===== config.mk =====
export PLATFORM = sky130hd
export DESIGN_NAME = serial_paralelo_rx
export DESIGN_NICKNAME = d
export VERILOG_FILES = /design/src/rtl/phy_pkg.sv /design/src/rtl/rx_byte_framer.sv /design/src/rtl/serial_paralelo_rx.sv
export SDC_FILE = /design/constraint.sdc
export NUM_CORES = 1
export LEC_CHECK = 0
export ABC_AREA = 1
export BUFFER_PORTS_ARGS = -buffer_cell sky130_fd_sc_hd__buf_2
export CORE_MARGIN = 2
export CORE_UTILIZATION = 40
export CTS_CLUSTER_DIAMETER = 150
export DETAILED_ROUTE_END_ITERATION = 6
export GPL_ROUTABILITY_DRIVEN = 1
export PLACE_DENSITY = 0.54
export SLEW_MARGIN = 20
export SYNTH_ARGS = -nofsm -noshare
export SYNTH_HDL_FRONTEND = slang
export SYNTH_SLANG_ARGS = --single-unit

===== constraint.sdc =====
create_clock -name clk_32f -period 1.5 [get_ports clk_32f]
set_input_delay 0.45 -clock clk_32f [delete_from_list [all_inputs] [get_ports clk_32f]]
set_output_delay 0.45 -clock clk_32f [all_outputs]
set_load 0.02 [all_outputs]

===== src/rtl/phy_pkg.sv =====
// Shared lane-protocol definitions for the serial PHY: control symbols,
// alignment threshold and the receive FSM encoding.
package phy_pkg;

  localparam logic [7:0] COM_DEF     = 8'hBC;
  localparam logic [7:0] IDLE_DEF    = 8'h7C;
  localparam int         COM_REQ_DEF = 4;

  typedef enum logic [1:0] {
    SEARCH = 2'd0,
    ALIGN  = 2'd1,
    ACTIVE = 2'd2
  } rx_state_e;

  // Control symbols never reach the parallel data path.
  function automatic logic is_ctrl_sym(input logic [7:0] sym,
                                       input logic [7:0] com,
                                       input logic [7:0] idle);
    return (sym == com) || (sym == idle);
  endfunction

endpackage


===== src/rtl/rx_byte_framer.sv =====
// Serial-to-window shifter plus bit counter that marks byte boundaries once
// the lane has been locked onto a COM symbol.
module rx_byte_framer (
  input  logic       clk_32f,
  input  logic       reset,
  input  logic       data_in,
  input  logic       restart_i,
  input  logic       count_en_i,
  output logic [7:0] window_o,
  output logic       boundary_o
);

  // Seven stored bits suffice: the window's LSB is always the live input.
  logic [6:0] hist_q;
  logic [2:0] bit_cnt_q;

  assign window_o   = {hist_q, data_in};
  assign boundary_o = count_en_i && (bit_cnt_q == 3'd7);

  // NOTE: sequential state uses non-blocking assignments so every register
  // samples the pre-edge values, regardless of statement order.
  always_ff @(posedge clk_32f or posedge reset) begin
    if (reset) begin
      hist_q    <= '0;
      bit_cnt_q <= '0;
    end else begin
      hist_q <= window_o[6:0];
      if (restart_i) begin
        bit_cnt_q <= '0;
      end else if (count_en_i) begin
        bit_cnt_q <= bit_cnt_q + 3'd1;
      end
    end
  end

endmodule


===== src/rtl/serial_paralelo_rx.sv =====
// Serial lane receiver: sliding COM search, COM_REQ-deep alignment check, then
// byte recovery with control symbols stripped from the parallel output.
module serial_paralelo_rx
  import phy_pkg::*;
#(
  parameter logic [7:0] COM     = COM_DEF,
  parameter logic [7:0] IDLE    = IDLE_DEF,
  parameter int         COM_REQ = COM_REQ_DEF
) (
  input  logic       clk_32f,
  input  logic       reset,
  input  logic       data_in,
  output logic [7:0] data_out,
  output logic       valid_out,
  output logic       active
);

  localparam int               CNT_W     = $clog2(COM_REQ + 1);
  localparam logic [CNT_W-1:0] COM_REQ_C = CNT_W'(COM_REQ);

  rx_state_e        state_q;
  logic [CNT_W-1:0] com_cnt_q;
  logic [7:0]       data_out_q;
  logic             valid_q;
  logic             active_q;

  logic [7:0] window;
  logic       boundary;
  logic       com_hit;
  logic       restart;

  assign com_hit = (window == COM);
  assign restart = (state_q == SEARCH) && com_hit;

  rx_byte_framer u_framer (
    .clk_32f    (clk_32f),
    .reset      (reset),
    .data_in    (data_in),
    .restart_i  (restart),
    .count_en_i (state_q != SEARCH),
    .window_o   (window),
    .boundary_o (boundary)
  );

  // NOTE: every branch below either assigns a register or lets it hold; in a
  // clocked block that is a plain enable, never a latch.
  always_ff @(posedge clk_32f or posedge reset) begin
    if (reset) begin
      state_q    <= SEARCH;
      com_cnt_q  <= '0;
      data_out_q <= 8'h00;
      valid_q    <= 1'b0;
      active_q   <= 1'b0;
    end else begin
      case (state_q)
        SEARCH: begin
          valid_q <= 1'b0;
          if (com_hit) begin
            com_cnt_q <= CNT_W'(1);
            if (COM_REQ <= 1) begin
              state_q  <= ACTIVE;
              active_q <= 1'b1;
            end else begin
              state_q <= ALIGN;
            end
          end
        end

        ALIGN: begin
          valid_q <= 1'b0;
          if (boundary) begin
            if (!com_hit) begin
              // Lost lock: resume the bit-granular search on the next edge.
              state_q   <= SEARCH;
              com_cnt_q <= '0;
            end else if (com_cnt_q >= COM_REQ_C - CNT_W'(1)) begin
              com_cnt_q <= COM_REQ_C;
              state_q   <= ACTIVE;
              active_q  <= 1'b1;
            end else begin
              com_cnt_q <= com_cnt_q + CNT_W'(1);
            end
          end
        end

        ACTIVE: begin
          // Outputs change only at boundaries, so each byte is held 8 bit times.
          if (boundary) begin
            if (is_ctrl_sym(window, COM, IDLE)) begin
              valid_q <= 1'b0;
            end else begin
              data_out_q <= window;
              valid_q    <= 1'b1;
            end
          end
        end

        default: begin
          state_q   <= SEARCH;
          com_cnt_q <= '0;
          valid_q   <= 1'b0;
        end
      endcase
    end
  end

  assign data_out  = data_out_q;
  assign valid_out = valid_q;
  assign active    = active_q;

endmodule


Yosys cells after proc, flatten, opt, wreduce, memory -nomap -nowiden
Index checks and enable logic that the tools add are counted.
{"block": "word_totals", "n_memories": 0, "ramBits": 0, "output_inout_bits": 10, "latchBits": 0, "romBits": 0, "elab_cells": 46, "inputBits": 3, "register_bits": 25}
{"block": "op_classes", "bitwise_logic": 2, "order_cmp": 1, "multipliers": 0, "add_sub_neg": 2, "shifts": 0, "reduce_logical": 10, "n_mux": 15, "n_eq_ne": 9, "div": 0}
{"operator": "2-to-1 mux 3 bit", "n": 6}
{"operator": "case mux 3 bit (3 select lines)", "n": 1}
{"operator": "equality test 8 x 7 -> 1 bit (second input constant)", "n": 1}
{"operator": "equality test 8 bit (second input constant)", "n": 1}
{"operator": "2-to-1 mux 2 bit", "n": 4}
{"operator": "AND reduction 4 bit", "n": 2}
{"operator": "adder 3 x 1 -> 3 bit (second input constant)", "n": 2}
{"operator": "inequality test 2 bit (second input constant)", "n": 3}
{"operator": "case mux 2 bit (3 select lines)", "n": 1}
{"operator": "AND reduction 3 bit", "n": 2}
{"operator": "nonzero test 2 bit", "n": 2}
{"operator": "equality test 3 bit (second input constant)", "n": 1}
{"operator": "greater-or-equal comparator 3 x 2 -> 1 bit (second input constant)", "n": 1}
{"operator": "2-to-1 mux 1 bit", "n": 3}
{"operator": "inequality test 3 bit (second input constant)", "n": 1}
{"operator": "equality test 2 x 1 -> 1 bit (second input constant)", "n": 1}
{"operator": "equality test 2 bit (second input constant)", "n": 1}
{"operator": "logical AND 1 bit", "n": 2}
{"operator": "logical NOT 2 bit", "n": 1}
{"operator": "NOT 1 bit", "n": 2}
{"operator": "logical OR 1 bit", "n": 1}

Longest topological paths before layout
{"block": "depth", "word_depth": 5, "depth_mapped": 9, "ltp_nobuf": 9}

Modules after synthesis
A second synthesis with hierarchy kept.
{"block": "hier_totals", "hier_cells": 132, "area_unflattened_um2": 1179.9}
{"module": "serial_paralelo_rx", "n_inst": 1, "seq_area_each_um2": 375.4, "area_each_um2": 834.6, "cells_each": 104}
{"module": "rx_byte_framer", "n_inst": 1, "seq_area_each_um2": 250.2, "area_each_um2": 345.3, "cells_each": 28}

Worst setup path after synthesis
OpenSTA, ideal clock, no wires.
{"block": "synth_path", "kind": "register -> register", "from": "register u_framer.bit_cnt_q[0]", "to": "register valid_q, in the netlist valid_out", "path_stages_with_launch": 8, "required_time_ns": 1.372, "path_slack_ns": 0.137, "n_path_buf": 1, "arrival_time_ns": 1.235, "period_less_slack_ns": 1.363, "setup_ns": 0.128, "path_cell_list": "dfrtp_1 -> ha_1 -> ha_1 -> inv_1 -> nor2_4 -> nand3_4 -> buf_12 -> o21ai_0"}
{"block": "synth_between", "elab_chain_cells": 3}
{"element": "from (decl)", "line_no": "rx_byte_framer.sv:15", "text": "logic [2:0] bit_cnt_q;"}
{"element": "from (signal assigned)", "line_no": "rx_byte_framer.sv:31", "text": "bit_cnt_q <= bit_cnt_q + 3'd1;"}
{"element": "equality test 3 bit", "line_no": "rx_byte_framer.sv:18", "text": "assign boundary_o = count_en_i && (bit_cnt_q == 3'd7);"}
{"element": "logical AND 1 bit", "line_no": "rx_byte_framer.sv:18"}
{"element": "inequality test 2 bit (no line)"}
{"element": "to (signal assigned)", "line_no": "serial_paralelo_rx.sv:52", "text": "valid_q <= 1'b0;"}
{"element": "to (signal assigned)", "line_no": "serial_paralelo_rx.sv:57", "text": "valid_q <= 1'b0;"}
{"element": "to (signal assigned)", "line_no": "serial_paralelo_rx.sv:70", "text": "valid_q <= 1'b0;"}
{"element": "to (decl)", "line_no": "serial_paralelo_rx.sv:24", "text": "logic valid_q;"}
No other way between the ends.
A chain may end at the register's enable or synchronous reset.

Final worst setup path
{"block": "layout_path", "from": "register u_framer.bit_cnt_q[0]", "to": "register state_q[1]"}
{"block": "layout_between", "elab_chain_cells": 4}
{"element": "equality test 3 bit", "line_no": "rx_byte_framer.sv:18"}
{"element": "logical AND 1 bit", "line_no": "rx_byte_framer.sv:18"}
{"element": "inequality test 2 bit (no line)"}
{"element": "AND reduction 4 bit (no line)"}
{"element": "to (signal assigned)", "line_no": "serial_paralelo_rx.sv:49", "text": "state_q <= SEARCH;"}
{"element": "to (signal assigned)", "line_no": "serial_paralelo_rx.sv:61", "text": "state_q <= ACTIVE;"}
{"element": "to (signal assigned)", "line_no": "serial_paralelo_rx.sv:64", "text": "state_q <= ALIGN;"}
{"element": "to (decl)", "line_no": "serial_paralelo_rx.sv:21", "text": "rx_state_e state_q;"}
No other way between the ends.

==> impl_metrics.csv <==
group,metric,value,unit
cells_and_area,postLayoutCellArea,1310,µm²
timing,whs,157,ps
detailed_routing,first_iter_violations,9,
synthesis,synth_nets,122,
timing,drv_slew,0,
die,start_util,41.8,%
synthesis,postSynthCellCount,115,
cells_and_area,layout.nets,142,
cells_and_area,n_antenna_cell,0,
cells_and_area,final_cell_mix,"28 x nand2_1, 25 x dfrtp_1, 13 x inv_1, 12 x buf_2, 8 x o21ai_2",
global_route,grt_pass1_wl,3.43,mm
synthesis,avgSynthCellArea,10.0,µm²
global_route,grt_use_total,13.4,%
global_route,grt_pass1_vias,804,
placed_design,post-place-ws,8.65,ps
cells_and_area,syn2layout_area_growth,13.1,%
detailed_routing,wl_per_cell,11.4,µm
cells_and_area,final_cells,165,
timing,clock_skew,7.46,ps
clock_network,htreeDepth,1,
clock_network,cts_root_buffer,"clkbuf_4",
placed_design,placed_area,1250,µm²
timing,setup_viol,0,
synthesis,synthDistinctLibCells,20,
clock_network,cts_buffers,3,
detailed_routing,drt-pass1-iter-count,4,
timing,finalHoldViolCount,0,
synthesis,ys_seq_area_share,54.2,%
setup_path,cp.arrival,1630,ps
setup_path,endpoint_kind,"flip-flop",
cells_and_area,drive_gt1_share,35.1,%
global_route,grt-ovfl-total,0,
timing,period_share,94.9,%
global_route,grt_max_degree,26,
detailed_routing,drtAntennaViolNets,0,
detailed_routing,vias,790,
setup_path,worstPathMaxFanout,7,
placed_design,dp.cells,159,
cells_and_area,final_common_cell,"nand2_1",
timing,min_period,1420,ps
die,io_pins,13,
run,cap_violations,0,
clock_network,clock_path_buffers,2,
die,die-area,3330,µm²
die,die_h,57.7,µm
die,coreArea,2760,µm²
pwr,power_leakage,0.706,nW
setup_path,path_class,"flip-flop to flip-flop",
synthesis,ys_warn_count,0,
outcome,outcome,"completed",
placed_design,routabilityCongestion,0.751,
hold_path,worstHoldPathType,"input port to asynchronous set/reset pin",
timing,rsz0062_at_grt,"true",
detailed_routing,drc_errors,0,
global_route,grt_antenna_before_repair,0,
timing,max_freq,703,MHz
clock_network,cts_tree,"done",
die,rows,19,
synthesis,syn-cell-area,1150,µm²
synthesis,ys_ff_latch,25,
detailed_routing,drt_wl_total,1.88,mm
timing,fin_ws,76.9,ps
pwr,p_per_area,1010,nW/µm²
pwr,ir_drop,0.000597,V
setup_path,cp-start-kind,"flip-flop",
placed_design,place_hpwl,1.34,mm
setup_path,required,1710,ps
clock_network,clkTransAtPathRegs,130,ps
timing,worst-slew-pin-transition,307,ps
placed_design,io_buffers,12,
pwr,finalPower,1.31,mW
die,fp.dieW,57.7,µm
clock_network,clock-sinks,25,
timing,slew-limit-headroom,79.5,%
detailed_routing,vias_per_cell,4.79,
clock_network,insertion_delay,310,ps
==> cell type report <==
class / instances / area (µm²)
clock buffer: 3 / 22.5
clock inverter: 1 / 5.00
fill: 270 / 1450
inverter: 19 / 71.3
multi-input combinational: 71 / 459
sequential: 25 / 626
tap: 31 / 38.8
timing repair buffer: 15 / 82.6
==> layer usage <==
metal  share of wire (%)  GRT usage, %  routed length, µm  up-vias
met5                   0             0                  0        -
met4                0.85          2.99                 16        0
met3                 4.1          5.13                 77        2
met2                  46          20.6                871       12
met1                  49          18.2                913      367
li1                    -             -                  -      409
==> worst max-delay path, stage by stage (launching register included) <==
cell	delay (ps)
dfrtp_1	410
ha_1	200
ha_1	210
inv_2	100
nand2_1	110
nand3_4	130
inv_2	50
nand3_1	60
nand2_1	50
==> flip-flops by register name (all words and copies together) (netlist names) <==
signal and cells:
u_framer.hist_q 7, data_out 8, valid_out 1, state_q 2, active 1, com_cnt_q 3, u_framer.bit_cnt_q 3
==> metrics by stage <==
stage / setup TNS (ps) / utilization [%]
floorplan: 0 / -
global placement: -7.15 / 45.2
detailed placement: 0 / 45.2
CTS: 0 / 46.2
global route: -12.6 / 47.3
finish: 0 / 47.3
==> cell families (layout without fill, tap and decap cells) <==
logic type | after synthesis | in the layout | synth area share [%]
flip-flops | 25 | 25 | 54.2
AO/OA/AOI/OAI | 14 | 14 | 9.54
adder cells (fa/ha/maj) | 4 | 4 | 4.34
buffers and inverters | 20 | 38 | 7.92
AND/OR/NAND/NOR | 52 | 53 | 24.0
==> worst paths after layout <==
| kind | startpoint | to | slack (ps) | cells after the start |
|---|---|---|---|---|
| hold / removal | reset | u_framer.hist_q[3] | 160 | 3 |
| min in group clk_32f | data_in | u_framer.hist_q[0] | 260 | 1 |
| max in group asynchronous | reset | state_q[1] | 1100 | 3 |
| setup reg to reg | u_framer.bit_cnt_q[0] | state_q[1] | 80 | 8 |
| hold reg to reg | u_framer.hist_q[2] | u_framer.hist_q[3] | 410 | 0 |
| setup / recovery | u_framer.bit_cnt_q[0] | state_q[1] | 80 | 8 |
==> cells in the mapped netlist <==
| master | n | area share [%] |
|---|---|---|
| a21oi_1 | 1 | 0.43 |
| a31o_2 | 1 | 0.76 |
| buf_12 | 1 | 1.7 |
| dfrtp_1 | 25 | 54 |
| ha_1 | 4 | 4.3 |
| inv_1 | 14 | 4.6 |
| inv_2 | 5 | 1.6 |
| nand2_1 | 28 | 9.1 |
| nand2_2 | 4 | 2.2 |
| nand2_4 | 1 | 0.98 |
| nand3_1 | 6 | 2.6 |
| nand3_4 | 2 | 3.0 |
| nand4_1 | 2 | 1.1 |
| nor2_1 | 5 | 1.6 |
| nor2_4 | 3 | 2.9 |
| nor3_1 | 1 | 0.43 |
| o21ai_0 | 1 | 0.43 |
| o21ai_1 | 2 | 0.87 |
| o21ai_2 | 8 | 6.1 |
| o21bai_2 | 1 | 0.98 |
==> power by group <==
group	internal, mW	switching, mW	leakage (nW)
clock	0.0997	0.190	0.0177
combinational	0.108	0.137	0.362
sequential	0.739	0.0411	0.326
total	0.947	0.368	0.706
==> repair_timing <==
item                       4_1_cts  5_1_grt
setup endpoints to repair        1       10
cloned                           0        1
setup buffers                    0        1
hold buffers                     0        0
pin swaps                        0        2
gates resized for setup          1        2
(Power assumes the default switching activity.)
